--- src/rtl/analyzer_scheduler.sv ---
// Round-robin front end and job sequencer for the three-unit number analyzer.
// Grants one of two requesters, runs the analyzer until every unit reports a
// terminal state (or the timer expires), returns the results over a
// valid/ready port, then drops go so the units return to their initial state.
module analyzer_scheduler #(
    parameter int WIDTH   = 32,
    parameter int TIMEOUT = 1023,
    parameter int TO_W    = 10
) (
    input  logic             clk,
    input  logic             reset,
    input  logic             req0_valid,
    input  logic [WIDTH-1:0] req0_number,
    output logic             req0_ready,
    input  logic             req1_valid,
    input  logic [WIDTH-1:0] req1_number,
    output logic             req1_ready,
    output logic             an_go,
    output logic [WIDTH-1:0] an_number,
    input  logic             an_even_done,
    input  logic             an_fib_done,
    input  logic             an_pal_done,
    input  logic             an_is_even,
    input  logic             an_is_fib,
    input  logic             an_is_pal,
    output logic             rsp_valid,
    input  logic             rsp_ready,
    output logic             rsp_id,
    output logic [WIDTH-1:0] rsp_number,
    output logic [2:0]       rsp_flags,
    output logic             rsp_timeout,
    output logic             busy
);

    typedef enum logic [2:0] {
        S_IDLE,
        S_LAUNCH,
        S_WAIT,
        S_RESPOND,
        S_RELEASE
    } state_t;

    // Terminal count shared by the WAIT timeout and the RELEASE escape.
    localparam logic [TO_W-1:0] TIMER_TC = TO_W'(TIMEOUT - 1);

    state_t          state;
    state_t          state_nxt;
    logic            rr_fav;       // 0: requester 0 wins a tie
    logic [2:0]      seen;         // sticky per-unit completion
    logic [2:0]      res;          // captured result bits
    logic [TO_W-1:0] timer;
    logic            grant_any;
    logic            grant_id;
    logic [2:0]      done_in;
    logic [2:0]      res_in;
    logic [2:0]      seen_nxt;
    logic [2:0]      res_nxt;
    logic            all_done;
    logic            timer_tc;

    assign done_in   = {an_pal_done, an_fib_done, an_even_done};
    assign res_in    = {an_is_pal, an_is_fib, an_is_even};
    assign rsp_valid = (state == S_RESPOND);
    assign busy      = (state != S_IDLE);

    // Next state, arbitration, handshakes and capture of newly finished units.
    always_comb begin
        state_nxt  = state;
        grant_any  = 1'b0;
        grant_id   = 1'b0;
        req0_ready = 1'b0;
        req1_ready = 1'b0;
        an_go      = 1'b0;
        seen_nxt   = seen | done_in;
        // A result is taken only on the first cycle a unit reports done.
        res_nxt    = res | (done_in & ~seen & res_in);
        all_done   = &seen_nxt;
        timer_tc   = (timer == TIMER_TC);
        case (state)
            S_IDLE: begin
                if (req0_valid && (!req1_valid || !rr_fav)) begin
                    grant_any  = 1'b1;
                    grant_id   = 1'b0;
                    req0_ready = 1'b1;
                    state_nxt  = S_LAUNCH;
                end else if (req1_valid) begin
                    grant_any  = 1'b1;
                    grant_id   = 1'b1;
                    req1_ready = 1'b1;
                    state_nxt  = S_LAUNCH;
                end
            end
            S_LAUNCH: begin
                an_go     = 1'b1;
                state_nxt = S_WAIT;
            end
            S_WAIT: begin
                an_go = 1'b1;
                if (all_done || timer_tc) begin
                    state_nxt = S_RESPOND;
                end
            end
            S_RESPOND: begin
                // go stays high so the units hold their terminal state.
                an_go = 1'b1;
                if (rsp_ready) begin
                    state_nxt = S_RELEASE;
                end
            end
            S_RELEASE: begin
                if (!(|done_in) || timer_tc) begin
                    state_nxt = S_IDLE;
                end
            end
            default: state_nxt = S_IDLE;
        endcase
    end

    // State register.
    always_ff @(posedge clk or posedge reset) begin
        if (reset) begin
            state <= S_IDLE;
        end else begin
            state <= state_nxt;
        end
    end

    // Job datapath: operand latch, sticky flags, timer and response fields.
    always_ff @(posedge clk or posedge reset) begin
        if (reset) begin
            rr_fav      <= 1'b0;
            seen        <= '0;
            res         <= '0;
            timer       <= '0;
            an_number   <= '0;
            rsp_number  <= '0;
            rsp_id      <= 1'b0;
            rsp_flags   <= '0;
            rsp_timeout <= 1'b0;
        end else begin
            case (state)
                S_IDLE: begin
                    if (grant_any) begin
                        an_number  <= grant_id ? req1_number : req0_number;
                        rsp_number <= grant_id ? req1_number : req0_number;
                        rsp_id     <= grant_id;
                        rr_fav     <= ~grant_id;
                    end
                end
                S_LAUNCH: begin
                    seen  <= '0;
                    res   <= '0;
                    timer <= '0;
                end
                S_WAIT: begin
                    seen  <= seen_nxt;
                    res   <= res_nxt;
                    timer <= timer + TO_W'(1);
                    // Completion takes priority over a coincident timeout.
                    if (all_done) begin
                        rsp_flags   <= res_nxt;
                        rsp_timeout <= 1'b0;
                    end else if (timer_tc) begin
                        rsp_flags   <= res_nxt;
                        rsp_timeout <= 1'b1;
                    end
                end
                S_RESPOND: begin
                    if (rsp_ready) begin
                        timer <= '0;
                    end
                end
                S_RELEASE: begin
                    timer <= timer + TO_W'(1);
                end
                default: ;
            endcase
        end
    end

endmodule

--- config.mk ---
export PLATFORM = sky130hd
export DESIGN_NAME = analyzer_scheduler
export DESIGN_NICKNAME = d
export VERILOG_FILES = /design/src/rtl/analyzer_scheduler.sv
export SDC_FILE = /design/constraint.sdc
export NUM_CORES = 1
export LEC_CHECK = 0
export ABC_AREA = 1
export BUFFER_PORTS_ARGS = -buffer_cell sky130_fd_sc_hd__clkbuf_2
export CAP_MARGIN = 10
export CORE_UTILIZATION = 50
export DETAILED_ROUTE_END_ITERATION = 10
export PLACE_DENSITY = 0.87
export SLEW_MARGIN = 20
export SYNTH_ARGS = -nofsm -noshare
export SYNTH_HDL_FRONTEND = slang
export SYNTH_SLANG_ARGS = --single-unit
--- constraint.sdc ---
create_clock -name clk -period 4.2 [get_ports clk]
set_input_delay 0.63 -clock clk [delete_from_list [all_inputs] [get_ports clk]]
set_output_delay 0.63 -clock clk [all_outputs]
set_load 0.02 [all_outputs]
==> run metrics <==
row count=28; most common cell after layout, fill and taps aside=clkbuf_2; CP Capture Type=output port; crit path cell chain=nor2_4 -> nand2_4 -> inv_4 -> nand2_4 -> inv_2 -> clkbuf_2; Antenna Violating Nets Remaining=0; clock power share=around 18%; Internal=between 1.5 and 2 mW; Placed Cells=601; CTS H-tree lvls=3; post-synth top area share=45.02%; asr flop ratio synth=between 90% and 100%; max-cap viol count=0; GRT Overall Usage=22.96%; combinational group share of total power=between 50% and 60%; post-route insts no fill=616; drt via density=approximately 5; DP Wirelength=about 5.7 mm; Ports=around 150; Switching Fraction=about half; leak pwr=roughly 2.3 nW; Max FO, Critical Path=40; CP Buf/Inv Count=3; setup violators final=0; setup bufs post-CTS=0; final WL=~7.4 mm; Worst-Margin Slew=between 0.5 and 0.6 ns; core box area=roughly 0.006 sq mm; largest net degree at the start of global routing=49; worst hold path class=primary input to asynchronous set/reset pin; CTS Hold Buffers Added=0; critical path class=flop to output port; commonest non-fill, non-tap cells in the layout=clkbuf_2, nand2_1, dfrtp_1; post-placement setup slack=between 1.5 and 2 ns; CTS tree=yes; Detailed Route Iter0 Violations=about 130; Area growth syn-to-layout=23.38%; area leader, netlist=dfrtp_1; total CTS buffers=9; initial antenna violation count=0; power density cells=around 800 mW/mm^2; unrepaired setup endpoints after global routing=no; sw power=around 1.5 mW; Slowest-stage cell, CP=dfrtp_1; Die Y=a little over 80 um; final max-slew violation count=0; worst-case clock skew=between 0.008 and 0.009 ns; number of synthesized register bits=57; Max transition margin=between 60% and 70%; fmax=a little under 400 MHz; startpoint types=flop; via count=3067; CP required=3.57 ns; CTS root buf=clkbuf_8; GP Congestion=just under 0.9; outcome=complete, no violations; Post-synth EDFFs=0; final worst path period share=roughly 60%; CTS clock-pin slew for the worst setup and hold paths=around 0.07 ns; Fillers=542; Nets=614; first-pass GRT wire length=11.58 mm; Routed WL per cell=roughly 12 um; WP data arrival=between 1.5 and 2 ns; Tmin final=approximately 2.5 ns; Initial Util=between 50% and 60%; share of layout cells above drive strength 1=a little over a third; DRC=0; number of global-route vias before repair=~2700; CP top delay family=buffers and inverters; DR pass1 iterations=4; Mean Syn Cell Area=roughly 7.6 sq um; worst skew pair latency=approximately 0.33 ns; sequential share of the synthesized area=a little under half; Post-DP Area=0.003695 sq mm; diodes inserted=0; Die X=81.60 um; Area contributors post-synth=dfrtp_1, nand2_1, buf_4; total global routing overflow=0; Synth warnings=0; net count after synthesis=496; Mapped Cells=419; worst vdd ir=approximately 0.44 mV; sequential power share=around a third; Final Cell Area=0.003909 sq mm; final setup margin=roughly 1.7 ns; area of the mapped netlist=0.003168 sq mm; post-synthesis cell type count=27; Die ar.=0.006659 sq mm; crit-path most repeated cell=nand2_4; CTS-repair resized insts=0; Crit path largest cell delay=~0.44 ns; setup TNS=0 ns; Post-synth top flop=dfrtp_1; clock buffer depth=2; final hold vios=0; IO Port Bufs=about 150; CTS Sinks=57
[path summary, 6_finish.rpt]
kind / from / endpoint / slack [ns] / cells after the start
hold reg to reg: rsp_id$_DFFE_PP0P_ / rsp_id$_DFFE_PP0P_ / 0.47 / 2
min in group clk: rsp_id$_DFFE_PP0P_ / rsp_id$_DFFE_PP0P_ / 0.47 / 2
hold / removal: reset / rsp_number[30]$_DFFE_PP0P_ / 0.19 / 2
setup reg to reg: state[2]$_DFFE_PP0P_ / rsp_number[12]$_DFFE_PP0P_ / 2.61 / 7
setup / recovery: state[2]$_DFFE_PP0P_ / req1_ready / 1.68 / 6
max in group asynchronous: reset / rsp_number[22]$_DFFE_PP0P_ / 3.16 / 3
[state kept, by name, summed over array words and instances, names as in the netlist]
register     flops
rsp_number      32
timer           10
res              3
rsp_flags        3
seen             3
state            3
rr_fav           1
rsp_id           1
rsp_timeout      1
[cell families after synthesis]
logic type / share of synthesized area [%]
compound gates: 7.781
xor+xnor: 0.8295
fa+ha+maj: 0.7898
buf+inv: 16.94
flops: 45.02
simple gates: 28.63
[synthesized netlist by cell type, types with 2 or more instances]
cell and count:
o21ai_2 2, nor2_2 9, nor3_1 3, xor2_1 2, nand2_1 142, o21ai_0 24, nand3_1 27, buf_2 6
inv_2 3, a31o_2 3, a21oi_1 4, dfrtp_1 57, nand2_4 3, o22ai_1 2, buf_6 2, o21ai_1 10
buf_4 33, ha_1 2, nor2_1 21, nand4_1 6, inv_1 52
[stage by stage]
step / hold WS [ns] / utilization [%] / total power [mW]
after global placement: 0.4545 / 61.32 / 2.474
after floorplan: 0.4422 / - / 2.209
after global routing: 0.1901 / 64.87 / 3.295
after CTS: 0.1793 / 64.87 / 3.075
after detailed placement: 0.4574 / 61.32 / 2.531
final: 0.1857 / 64.87 / 3.049
[metal layers]
metal / part of all wire (%) / GRT usage [%]
met1: 40 / 25.85
met2: 52 / 41.42
met3: 6.6 / 6.556
met4: 1.4 / 7.719
met5: 0 / 0
[power groups by stage]
stage / registers, mW / logic (mW) / clock network [mW]
detailed placement: 0.964 / 1.57 / 0
global placement: 0.953 / 1.52 / 0
CTS: 0.957 / 1.57 / 0.549
global route: 0.990 / 1.73 / 0.576
floorplan: 1.13 / 1.08 / 0
finish: 0.956 / 1.55 / 0.539
[final cells by class]
cell class / instances / area, sq um / share of cell area, %
inverters: 57 / 221.5 / 5.666
clock buffers: 13 / 178.9 / 4.577
flip-flops and latches: 57 / 1426 / 36.49
well taps: 75 / 93.84 / 2.401
multi-input cells: 263 / 1205 / 30.83
repair buffers: 149 / 748.2 / 19.14
clock inverters: 2 / 35.03 / 0.8963
(Power assumes the default switching activity.)
